==> config.mk <==
export PLATFORM = sky130hd
export DESIGN_NAME = lc3_seq_ctrl
export DESIGN_NICKNAME = d
export VERILOG_FILES = /design/src/rtl/lc3_pkg.sv /design/src/rtl/lc3_op_decode.sv /design/src/rtl/lc3_seq_ctrl.sv
export SDC_FILE = /design/constraint.sdc
export NUM_CORES = 1
export LEC_CHECK = 0
export CAP_MARGIN = 20
export CELL_PAD_IN_SITES_DETAIL_PLACEMENT = 1
export CELL_PAD_IN_SITES_GLOBAL_PLACEMENT = 2
export CORE_ASPECT_RATIO = 1.4
export CORE_MARGIN = 1
export CORE_UTILIZATION = 31
export CTS_CLUSTER_DIAMETER = 40
export DETAILED_ROUTE_END_ITERATION = 8
export GPL_TIMING_DRIVEN = 0
export HOLD_SLACK_MARGIN = 0.03
export PLACE_DENSITY = 0.93
export RECOVER_POWER = 25
export SYNTH_ARGS = -nofsm -noshare
export SYNTH_HDL_FRONTEND = slang
export SYNTH_SLANG_ARGS = --single-unit
==> constraint.sdc <==
create_clock -name clk -period 3.3 [get_ports clk]
set_clock_uncertainty 0.15 [all_clocks]
set_input_delay 0.66 -clock clk [delete_from_list [all_inputs] [get_ports clk]]
set_output_delay 0.66 -clock clk [all_outputs]
set_load 0.01 [all_outputs]
==> src/rtl/lc3_pkg.sv <==
// LC3 sequencer shared definitions: opcodes, states,
// address-select codes, opcode classes and control bundle.
package lc3_pkg;

  localparam logic [3:0] OP_BR   = 4'h0;
  localparam logic [3:0] OP_ADD  = 4'h1;
  localparam logic [3:0] OP_LD   = 4'h2;
  localparam logic [3:0] OP_ST   = 4'h3;
  localparam logic [3:0] OP_JSR  = 4'h4;
  localparam logic [3:0] OP_AND  = 4'h5;
  localparam logic [3:0] OP_LDR  = 4'h6;
  localparam logic [3:0] OP_STR  = 4'h7;
  localparam logic [3:0] OP_RTI  = 4'h8;
  localparam logic [3:0] OP_NOT  = 4'h9;
  localparam logic [3:0] OP_LDI  = 4'hA;
  localparam logic [3:0] OP_STI  = 4'hB;
  localparam logic [3:0] OP_JMP  = 4'hC;
  localparam logic [3:0] OP_RES  = 4'hD;
  localparam logic [3:0] OP_LEA  = 4'hE;
  localparam logic [3:0] OP_TRAP = 4'hF;

  localparam logic [7:0] TRAP_HALT_VEC = 8'h25;

  localparam logic [1:0] SEL_PC  = 2'b00;
  localparam logic [1:0] SEL_EA  = 2'b01;
  localparam logic [1:0] SEL_IND = 2'b10;

  typedef enum logic [2:0] {
    S_IDLE,
    S_FETCH,
    S_DECODE,
    S_EXEC,
    S_IND,
    S_MEM,
    S_WB,
    S_HALT
  } state_t;

  typedef struct packed {
    logic is_ld;
    logic is_st;
    logic is_ind;
    logic wr_reg;
    logic wr_cc;
    logic illegal;
  } op_class_t;

  typedef struct packed {
    logic       fetch_start;
    logic       ir_ld;
    logic       ind_ld;
    logic       mem_rd_en;
    logic       wea;
    logic [1:0] addr_sel;
    logic       reg_we;
    logic       cc_we;
    logic       busy;
    logic       halted;
  } ctrl_t;

endpackage

==> src/rtl/lc3_op_decode.sv <==
// LC3 opcode classifier: maps ir[15:12] onto the
// sequencing class used by the instruction-cycle FSM.
module lc3_op_decode
  import lc3_pkg::*;
(
  input  logic [3:0] op_i,
  output op_class_t  cls_o
);

  // Pure opcode lookup; BR and JMP fall to the all-zero class.
  always_comb begin
    cls_o = '0;
    unique case (op_i)
      OP_ADD, OP_AND, OP_NOT: begin
        cls_o.wr_reg = 1'b1;
        cls_o.wr_cc  = 1'b1;
      end
      OP_LD, OP_LDR: begin
        cls_o.is_ld  = 1'b1;
        cls_o.wr_reg = 1'b1;
        cls_o.wr_cc  = 1'b1;
      end
      OP_LDI: begin
        cls_o.is_ld  = 1'b1;
        cls_o.is_ind = 1'b1;
        cls_o.wr_reg = 1'b1;
        cls_o.wr_cc  = 1'b1;
      end
      OP_ST, OP_STR: begin
        cls_o.is_st = 1'b1;
      end
      OP_STI: begin
        cls_o.is_st  = 1'b1;
        cls_o.is_ind = 1'b1;
      end
      OP_LEA, OP_JSR, OP_TRAP: begin
        cls_o.wr_reg = 1'b1;
      end
      OP_RTI, OP_RES: begin
        cls_o.illegal = 1'b1;
      end
      default: begin
        cls_o = '0;
      end
    endcase
  end

endmodule

==> src/rtl/lc3_seq_ctrl.sv <==
// LC3 instruction-cycle sequencer with registered controls.
// Optional: define TRAP_HALT_EN to make TRAP x25 halt the core.
module lc3_seq_ctrl
  import lc3_pkg::*;
#(
  parameter int unsigned MEM_LAT = 2,
  parameter int unsigned CNT_W   = 16
) (
  input  logic             clk,
  input  logic             rst_n,
  input  logic             run,
  input  logic             step_en,
  input  logic [15:0]      ir_in,
  output logic             fetch_start,
  output logic             ir_ld,
  output logic             ind_ld,
  output logic             mem_rd_en,
  output logic             wea_out,
  output logic [1:0]       addr_sel,
  output logic             reg_we,
  output logic             cc_we,
  output logic             busy,
  output logic             halted,
  output logic             err,
  output logic [CNT_W-1:0] instr_cnt
);

  localparam int unsigned CW = $clog2(MEM_LAT + 1);
  localparam logic [CW-1:0] LAST = CW'(MEM_LAT - 1);

  state_t           state_q, state_d;
  logic [CW-1:0]    cnt_q, cnt_d;
  logic [3:0]       op_q, op_d;
  logic             err_q, err_d;
  logic [CNT_W-1:0] icnt_q, icnt_d;
  ctrl_t            ctrl_q, ctrl_d;
  op_class_t        cls;
  logic             last;
  logic             trap_halt;
  logic             unused_ir;

  assign unused_ir = ^ir_in[11:0];

  lc3_op_decode u_dec (
    .op_i  (op_q),
    .cls_o (cls)
  );

`ifdef TRAP_HALT_EN
  logic [7:0] vec_q;

  // Trap vector captured alongside the opcode.
  always_ff @(posedge clk) begin
    if (!rst_n) begin
      vec_q <= '0;
    end else if (state_q == S_FETCH && last) begin
      vec_q <= ir_in[7:0];
    end
  end

  assign trap_halt = (op_q == OP_TRAP) &&
                     (vec_q == TRAP_HALT_VEC);
`else
  assign trap_halt = 1'b0;
`endif

  assign last = (cnt_q == LAST);

  // Next state, cycle counter and the controls for next cycle.
  always_comb begin
    state_d = state_q;
    op_d    = op_q;
    err_d   = err_q;
    icnt_d  = icnt_q;
    case (state_q)
      S_IDLE: begin
        if (run) state_d = S_FETCH;
      end
      S_HALT: begin
        if (run) begin
          state_d = S_FETCH;
          err_d   = 1'b0;
        end
      end
      S_FETCH: begin
        if (last) begin
          state_d = S_DECODE;
          op_d    = ir_in[15:12];
        end
      end
      S_DECODE: begin
        if (cls.illegal) begin
          state_d = S_HALT;
          err_d   = 1'b1;
        end else begin
          state_d = S_EXEC;
        end
      end
      S_EXEC: begin
        if (cls.is_ind) state_d = S_IND;
        else if (cls.is_ld || cls.is_st) state_d = S_MEM;
        else state_d = S_WB;
      end
      S_IND: begin
        if (last) state_d = S_MEM;
      end
      S_MEM: begin
        if (cls.is_st || last) state_d = S_WB;
      end
      S_WB: begin
        if (trap_halt) begin
          state_d = S_HALT;
        end else begin
          icnt_d  = icnt_q + CNT_W'(1);
          state_d = step_en ? S_IDLE : S_FETCH;
        end
      end
      default: state_d = S_IDLE;
    endcase

    cnt_d = (state_d == state_q) ? cnt_q + CW'(1) : '0;

    ctrl_d      = '0;
    ctrl_d.busy = (state_d != S_IDLE) && (state_d != S_HALT);
    case (state_d)
      S_FETCH: begin
        ctrl_d.mem_rd_en = 1'b1;
        ctrl_d.addr_sel  = SEL_PC;
        ctrl_d.ir_ld     = (cnt_d == LAST);
      end
      S_IND: begin
        ctrl_d.mem_rd_en = 1'b1;
        ctrl_d.addr_sel  = SEL_EA;
        ctrl_d.ind_ld    = (cnt_d == LAST);
      end
      S_MEM: begin
        ctrl_d.addr_sel  = cls.is_ind ? SEL_IND : SEL_EA;
        ctrl_d.wea       = cls.is_st;
        ctrl_d.mem_rd_en = !cls.is_st;
      end
      S_WB: begin
        ctrl_d.reg_we      = cls.wr_reg;
        ctrl_d.cc_we       = cls.wr_cc;
        ctrl_d.fetch_start = !trap_halt;
      end
      S_HALT: begin
        ctrl_d.halted = 1'b1;
      end
      default: ;
    endcase
  end

  // Sequencer state and registered control outputs.
  always_ff @(posedge clk) begin
    if (!rst_n) begin
      state_q <= S_IDLE;
      cnt_q   <= '0;
      op_q    <= OP_BR;
      err_q   <= 1'b0;
      icnt_q  <= '0;
      ctrl_q  <= '0;
    end else begin
      state_q <= state_d;
      cnt_q   <= cnt_d;
      op_q    <= op_d;
      err_q   <= err_d;
      icnt_q  <= icnt_d;
      ctrl_q  <= ctrl_d;
    end
  end

  assign fetch_start = ctrl_q.fetch_start;
  assign ir_ld       = ctrl_q.ir_ld;
  assign ind_ld      = ctrl_q.ind_ld;
  assign mem_rd_en   = ctrl_q.mem_rd_en;
  assign wea_out     = ctrl_q.wea;
  assign addr_sel    = ctrl_q.addr_sel;
  assign reg_we      = ctrl_q.reg_we;
  assign cc_we       = ctrl_q.cc_we;
  assign busy        = ctrl_q.busy;
  assign halted      = ctrl_q.halted;
  assign err         = err_q;
  assign instr_cnt   = icnt_q;

endmodule

==> results of run 1 <==
[worst reg2reg max path, cell delays in order (launching register included)]
cell,delay [ns]
sky130_fd_sc_hd__dfxtp_1,0.44
sky130_fd_sc_hd__a21boi_4,0.26
sky130_fd_sc_hd__a311oi_1,0.15
sky130_fd_sc_hd__nor4_2,0.49
sky130_fd_sc_hd__nand2_2,0.14
sky130_fd_sc_hd__a2111oi_2,0.34
[where the power goes]
part	total [uW]	switching [uW]	internal (uW)	leakage (uW)
sequential	511	30.7	481	0.000300
clock	419	173	246	0.0000574
combinational	327	174	153	0.000504
total	1260	378	880	0.000861
[final cells by class]
cell class	count	area (um^2)	share of cell area (%)
inverters	7	26.3	1.13
flip-flops and latches	37	741	31.9
repair buffers	35	350	15.1
clock buffers	6	82.6	3.56
well taps	68	85.1	3.67
multi-input cells	134	946	40.8
clock inverters	2	37.5	1.62
plain buffers	7	52.6	2.26
[registers in the layout (all words and copies together), names as in the netlist, 2 cells and up]
| register | cells |
|---|---|
| addr_sel | 2 |
| cnt_q | 2 |
| instr_cnt | 16 |
| op_q | 4 |
| state_q | 3 |
[layer usage]
| metal | vias to the layer above | global-route usage, % | wire length, um |
|---|---|---|---|
| met5 | - | 0 | 0 |
| met4 | 0 | 7.79 | 117 |
| met3 | 11 | 3.27 | 132 |
| met2 | 32 | 29.8 | 2370 |
| met1 | 733 | 15.5 | 1700 |
| li1 | 736 | - | - |
[cell families (layout without fill, tap and decap cells)]
group | count (synthesis) | count (layout)
AND/OR/NAND/NOR | 91 | 91
flip-flops | 37 | 37
AO/OA/AOI/OAI | 22 | 22
XOR/XNOR | 14 | 14
buffers and inverters | 14 | 57
multiplexers | 5 | 5
adder cells (fa/ha/maj) | 2 | 2
[cell usage in the layout, fill, tap and decap left out, drive strengths merged, types with 2 or more instances in the layout]
cell type and n:
and3 2, nand4 5, o21ai 5, nand2 13, nor4 4, nor2b 9, ha 2, dlygate4sd3 5
mux2i 5, clkbuf 9, nand3 9, xor2 9, a31oi 2, nor2 8, nor3b 2, clkdlybuf4s50 30
xnor2 5, dfxtp 37, inv 7, and2 15, or3 2, buf 4, nand2b 7, nor3 7
a21boi 3, and4 3
[worst min-delay path by stage]
stage | endpoint | cells past startpoint | startpoint
2_1_floorplan | cnt_q[0] | 1 | cnt_q[0]
3_3_place_gp | cnt_q[0] | 1 | cnt_q[0]
3_5_place_dp | cnt_q[0] | 1 | cnt_q[0]
4_1_cts | cnt_q[0] | 1 | cnt_q[0]
5_1_grt | cnt_q[0] | 1 | cnt_q[0]
6_report | cnt_q[0] | 1 | cnt_q[0]
[per-stage QoR]
stage / power [uW] / cell area (um^2) / cells / hold slack, ns / util (%)
final: 1260 / 2320 / 296 / 0.339 / 42.3
after CTS: 1270 / 2320 / 296 / 0.338 / 42.4
after detailed placement: 856 / 2200 / 288 / 0.327 / 40.2
after global routing: 1310 / 2320 / 296 / 0.344 / 42.3
after floorplan: 745 / 1770 / 185 / 0.263 / -
after global placement: 843 / 2200 / 288 / 0.273 / 40.2
[synthesized netlist by cell type (all sizes together), types with 2 or more instances]
cell type	number	area share, %
a21boi	3	1.9
a31oi	2	0.71
and2	15	5.5
and3	2	0.78
and4	3	1.6
buf	4	2.1
clkbuf	3	0.85
dfxtp	37	42
ha	2	1.4
inv	7	1.5
mux2i	5	2.8
nand2	13	2.9
nand2b	7	2.5
nand3	9	2.8
nand4	5	2.1
nor2	8	1.7
nor2b	9	3.2
nor3	7	2.0
nor3b	2	0.85
nor4	4	2.6
o21ai	5	1.4
or3	2	0.71
xnor2	5	2.5
xor2	9	4.5
==> results.md, run 1 <==
- Highest clock rate: 0.404 GHz
- Post-CTS Hold Buffers: 0
- Row cnt: 32
- Top flip-flop cell by instance count after synthesis: sky130_fd_sc_hd__dfxtp_1
- Fill cell count: around 650
- DRC marker count from the first detailed-route iteration: 22
- Die width: 65.8 um
- Main combinational cell family by area after synthesis: simple AND/OR/NAND/NOR gates
- Relative max-transition margin: 64.3%
- Weighted congestion reported at the end of routability-driven placement: 0.772
- End of the critical path: reg_we
- Start point of the critical path: run
- Maximum number of pins on one net before global-route repair: 13
- PwrDens: 542 nW/um^2
- Count of TritonRoute iterations in the first routing pass: 4
- Synthesis warning total: 0
- Finish-stage setup viols: 0
- Max_cap viols: 0
- CTS Root Buffer Type: sky130_fd_sc_hd__clkbuf_8
- Fraction of synthesis flops using an asynchronous set or reset pin: 0%
- Fraction of the mapped netlist area in compound gates: 10.4%
- Number of enable-type register cells in the synthesized netlist: 0
- Category of the worst setup path capture point: flop
- Final Cycle Share: between 70% and 80%
- Number of gates resized after CTS: 0
- Delay of the slowest critical-path stage: just over 0.6 ns
- Worst-case clock buffer depth: 2
- Core footprint: 5490 um^2
- Total vias in the final route: around 1500
- Clock buffers created by TritonCTS: 5
- Crit Path Category: in2reg
- Starting density of the core: approximately a third
- Worst-path clk slew: 0.08 ns
- Clock tree from TritonCTS: yes
- Antenna Nets Post-Route: 0
- Number of instances in the synthesized netlist: about 190
- Clock latency reported for the late side of the worst-skew pair: 0.29 ns
- DP Wirelength: 3320 um
- Number of antenna violations at the first check in global routing: 0
- Reg2reg setup slack: 1.24 ns
- Kind of cell adding the most delay to the critical path: simple AND/OR/NAND/NOR gates
- Placement Setup Slack: 0.663 ns
- Critical R2R Capture: reg_we
- Final hold vios: 0
- Share of post-route cells with drive strength above 1: 12.3%
- Status: complete, no violations
- XOR/XNOR Fraction of Synth Area: under 10%
- Fraction of the mapped netlist area in simple logic gates: 32.1%
- Hold Path Class: reg2reg
- Sequential fraction of the synthesis area: 41.9%
- Setup repair bufs after CTS: 0
- Layout overhead on the synthesized area: 31.3%
- Nets in the synthesized netlist: 207
- Aggregate global-route resource usage: 15.8%
- Total wire length: roughly 4300 um
- Share of synthesized area spent on multiplexers: 2.83%
- Residual DRC count: 0
- Crit-path max FO: 5
- Final worst path period need: approximately 2.5 ns
- Clock sink total: 37
- Number of global-route vias before repair: 1546
- Unrepaired setup endpoints after global routing: false
- Global-route wire length before repair: 7160 um
- Total negative slack: 0 ns
- Routed length per placed instance: 14.6 um
- Peak VDD IR: 183 uV
- Post-synthesis average cell area: 9.56 um^2
- Adder and majority cell fraction of the synthesized area: approximately 1.4%
- Die area: 6010 um^2
- Startpoint type of the worst setup path: primary input
- Post-synth design cell area: 1770 um^2
- Data required time of the critical path: 3.35 ns
- CTS HTree Levels: 2
- Setup WS post-layout: 0.824 ns
- Synth cell types: 53
- Reg2Reg Depth: 5
- Sequence of cells on the critical path: dlygate4sd3_1 -> and4_1 -> nor4_2 -> nand2_2 -> a2111oi_2
- Worst-Margin Slew: around 0.53 ns
- Buffers plus inverters on the worst setup path: 1
- Critical R2R Launch: op_q[0]
- Synth Register Bits: 37
- Sum of overflow across all layers after global routing: 0
- NumNets Final: 249
- Arrival time of data at the critical path endpoint: 2.52 ns
- Static leakage: 0.000861 uW
- Top-Level Pins: 48
- Floorplan die height: 91.4 um
- Final count of pins violating max slew: 0
- Via/cell ratio: 5.11
- Master of the slowest instance on the critical path: sky130_fd_sc_hd__dlygate4sd3_1
- Worst path depth: 5
- Number of antenna diodes: 0
- # port buffers: 35
(Power assumes the default switching activity.)
==> run 2, diff against run 1 <==
--- a/config.mk
+++ b/config.mk
@@ -10,12 +10,12 @@
 export CELL_PAD_IN_SITES_GLOBAL_PLACEMENT = 2
 export CORE_ASPECT_RATIO = 1.4
 export CORE_MARGIN = 1
-export CORE_UTILIZATION = 31
+export CORE_UTILIZATION = 28
 export CTS_CLUSTER_DIAMETER = 40
 export DETAILED_ROUTE_END_ITERATION = 8
 export GPL_TIMING_DRIVEN = 0
 export HOLD_SLACK_MARGIN = 0.03
-export PLACE_DENSITY = 0.93
+export PLACE_DENSITY = 0.86
 export RECOVER_POWER = 25
 export SYNTH_ARGS = -nofsm -noshare
 export SYNTH_HDL_FRONTEND = slang
==> constraint.sdc (replaced) <==
create_clock -name clk -period 2.5 [get_ports clk]
set_clock_uncertainty 0.15 [all_clocks]
set_input_delay 0.5 -clock clk [delete_from_list [all_inputs] [get_ports clk]]
set_output_delay 0.5 -clock clk [all_outputs]
set_load 0.01 [all_outputs]
==> results.md, run 2 (synthesized netlist as in run 1, its figures left out) <==
- Status: complete, no violations
- Fill cell count: 711 (+8.7%)
- DRC marker count from the first detailed-route iteration: 50 (+130%)
- Setup WS post-layout: 0.333 ns (-0.491 ns)
- Clock sink total: 37 (unchanged)
- Final hold vios: 0 (unchanged)
- Clock latency reported for the late side of the worst-skew pair: 0.29 ns (about the same)
- Sequential group share of total power: 41.1% (+0.4 points)
- Number of antenna violations at the first check in global routing: 0 (unchanged)
- Die area: 6640 um^2 (+10%)
- Commonest non-fill, non-tap cell in the layout: sky130_fd_sc_hd__dfxtp_1
- Category of the worst setup path capture point: flop
- Weighted congestion reported at the end of routability-driven placement: 0.805 (+4.3%)
- Crit-path max FO: 7 (+2)
- Die width: 69.2 um (+5.1%)
- Worst-Margin Slew: 0.538 ns (+0.00769 ns)
- Max_cap viols: 0 (unchanged)
- P_int: 1160 uW (+32%)
- WHS Path Cells: 1 (unchanged)
- Total wire length: 4370 um (+1.3%)
- CTS HTree Levels: 2 (unchanged)
- Peak VDD IR: 261 uV (+42%)
- Aggregate global-route resource usage: 14.3% (-1.5 points)
- Worst-path clk slew: 0.07 ns (about the same)
- Post-CTS Hold Buffers: 0 (unchanged)
- Maximum number of pins on one net before global-route repair: 12 (-1)
- Number of antenna diodes: 0 (unchanged)
- Core footprint: 5990 um^2 (+9.1%)
- Antenna Nets Post-Route: 0 (unchanged)
- Sum of overflow across all layers after global routing: 0 (unchanged)
- Min-Delay Endpoint: cnt_q[0]
- Placement Setup Slack: 0.0391 ns (-0.624 ns)
- Worst-case clock buffer depth: 2 (unchanged)
- Layout Utilization: 38.8% (-3.5 points)
- Reg2Reg Depth: 5 (unchanged)
- Static leakage: 0.000874 uW (+1.6%)
- Clock group share of total power: 32.6% (-0.7 points)
- Highest clock rate: 0.461 GHz
- Net switching fraction of the power: 29.3% (-0.75 points)
- Number of gates resized after CTS: 0 (unchanged)
- Startpoint type of the worst setup path: primary input
- DP Wirelength: 3310 um (-0.15%)
- Top-Level Pins: 48 (unchanged)
- Routed length per placed instance: 14.7 um (+0.62%)
- Worst hold path startpoint: cnt_q[0]
- Clock buffers created by TritonCTS: 5 (unchanged)
- CTS Root Buffer Type: sky130_fd_sc_hd__clkbuf_8
- Residual DRC count: 0 (unchanged)
- Layout overhead on the synthesized area: 31.4% (about the same)
- Critical R2R Capture: reg_we
- Critical R2R Launch: op_q[0]
- Number of flip-flops under the largest register name: 16 (unchanged)
- Clock tree from TritonCTS: yes
- Unrepaired setup endpoints after global routing: false
- Row cnt: 33 (+3.1%)
- P_sw: 480 uW (+27%)
- Arrival time of data at the critical path endpoint: 2.19 ns (-0.33 ns)
- PwrDens: 706 nW/um^2 (+30%)
- Starting density of the core: 29.5% (-2.7 points)
- Via/cell ratio: 4.93 (-3.6%)
- Fraction of met1 tracks used by global routing: 15.2% (-0.31 points)
- Data required time of the critical path: 2.53 ns (-0.82 ns)
- Crit Path Category: in2reg
- Count of TritonRoute iterations in the first routing pass: 4 (unchanged)
- Final Power: 1640 uW (+30%)
- Met3 GRT Util: 3.04% (-0.23 points)
- Proportion of power drawn by combinational gates: 26.3% (+0.3 points)
- Final worst path period need: 2.17 ns
- Total vias in the final route: 1468 (-2.9%)
- Relative max-transition margin: 63.8% (-0.52 points)
- Hold Path Class: reg2reg
- Global-route wire length before repair: 7440 um (+3.9%)
- Top library cells by usage in the layout, fill and taps aside: sky130_fd_sc_hd__dfxtp_1 (37), sky130_fd_sc_hd__clkdlybuf4s50_1 (27), sky130_fd_sc_hd__nand2_1 (12), sky130_fd_sc_hd__and2_1 (11)
- NumNets Final: 249 (unchanged)
- Setup repair bufs after CTS: 0 (unchanged)
- Met2 usage: 27.3% (-2.5 points)
- Most used routing layer: met2
- Number of global-route vias before repair: 1524 (-1.4%)
- Total negative slack: 0 ns (unchanged)
- Final count of pins violating max slew: 0 (unchanged)
- Floorplan die height: 96.0 um (+5.1%)
- # port buffers: 35 (unchanged)
- Finish-stage setup viols: 0 (unchanged)
- Final Cycle Share: 86.7%
- Reg2reg setup slack: 0.41 ns (-0.83 ns)
- Share of post-route cells with drive strength above 1: 12.3% (unchanged)
==> run 2: critical path: stages <==
cell and delay (ns):
sky130_fd_sc_hd__clkdlybuf4s50_1 0.48, sky130_fd_sc_hd__or4_1 0.53, sky130_fd_sc_hd__and2_4 0.21, sky130_fd_sc_hd__buf_6 0.13
sky130_fd_sc_hd__o311a_1 0.34
==> run 2: worst max path at each step <==
stage / startpoint / end / slack, ns / cells after the start
after CTS: run / busy / 0.33 / 5
after floorplan: run / busy / 0.64 / 4
after global placement: run / busy / 0.04 / 5
after detailed placement: run / reg_we / 0.04 / 5
after global routing: run / reg_we / 0.18 / 5
final: run / busy / 0.33 / 5
==> run 2: layer usage <==
layer	vias up	routed length (um)
met5	-	0
li1	732	-
met1	704	1910
met3	4	124
met4	0	78
met2	28	2260
==> run 2: final cells by class <==
class	instances	area [um^2]	share of cell area (%)
plain buffers	7	52.6	2.26
clock buffers	7	86.3	3.72
clock inverters	1	30.0	1.29
well taps	70	87.6	3.77
inverters	7	26.3	1.13
multi-input cells	134	948	40.8
repair buffers	35	350	15.1
flip-flops and latches	37	741	31.9
==> run 2: power groups by stage <==
stage / Sequential [uW] / Combinational [uW] / Clock, uW
2_1_floorplan: 687 / 296 / 0
3_3_place_gp: 687 / 432 / 0
3_5_place_dp: 688 / 442 / 0
4_1_cts: 674 / 443 / 547
5_1_grt: 680 / 472 / 575
6_report: 674 / 432 / 534
==> run 2: stage by stage <==
stage | std cells | area [um^2] | hold slack [ns]
final | 298 | 2320 | 0.308
after detailed placement | 290 | 2210 | 0.298
after global placement | 290 | 2210 | 0.272
after global routing | 298 | 2320 | 0.338
after floorplan | 185 | 1770 | 0.263
after CTS | 298 | 2320 | 0.309
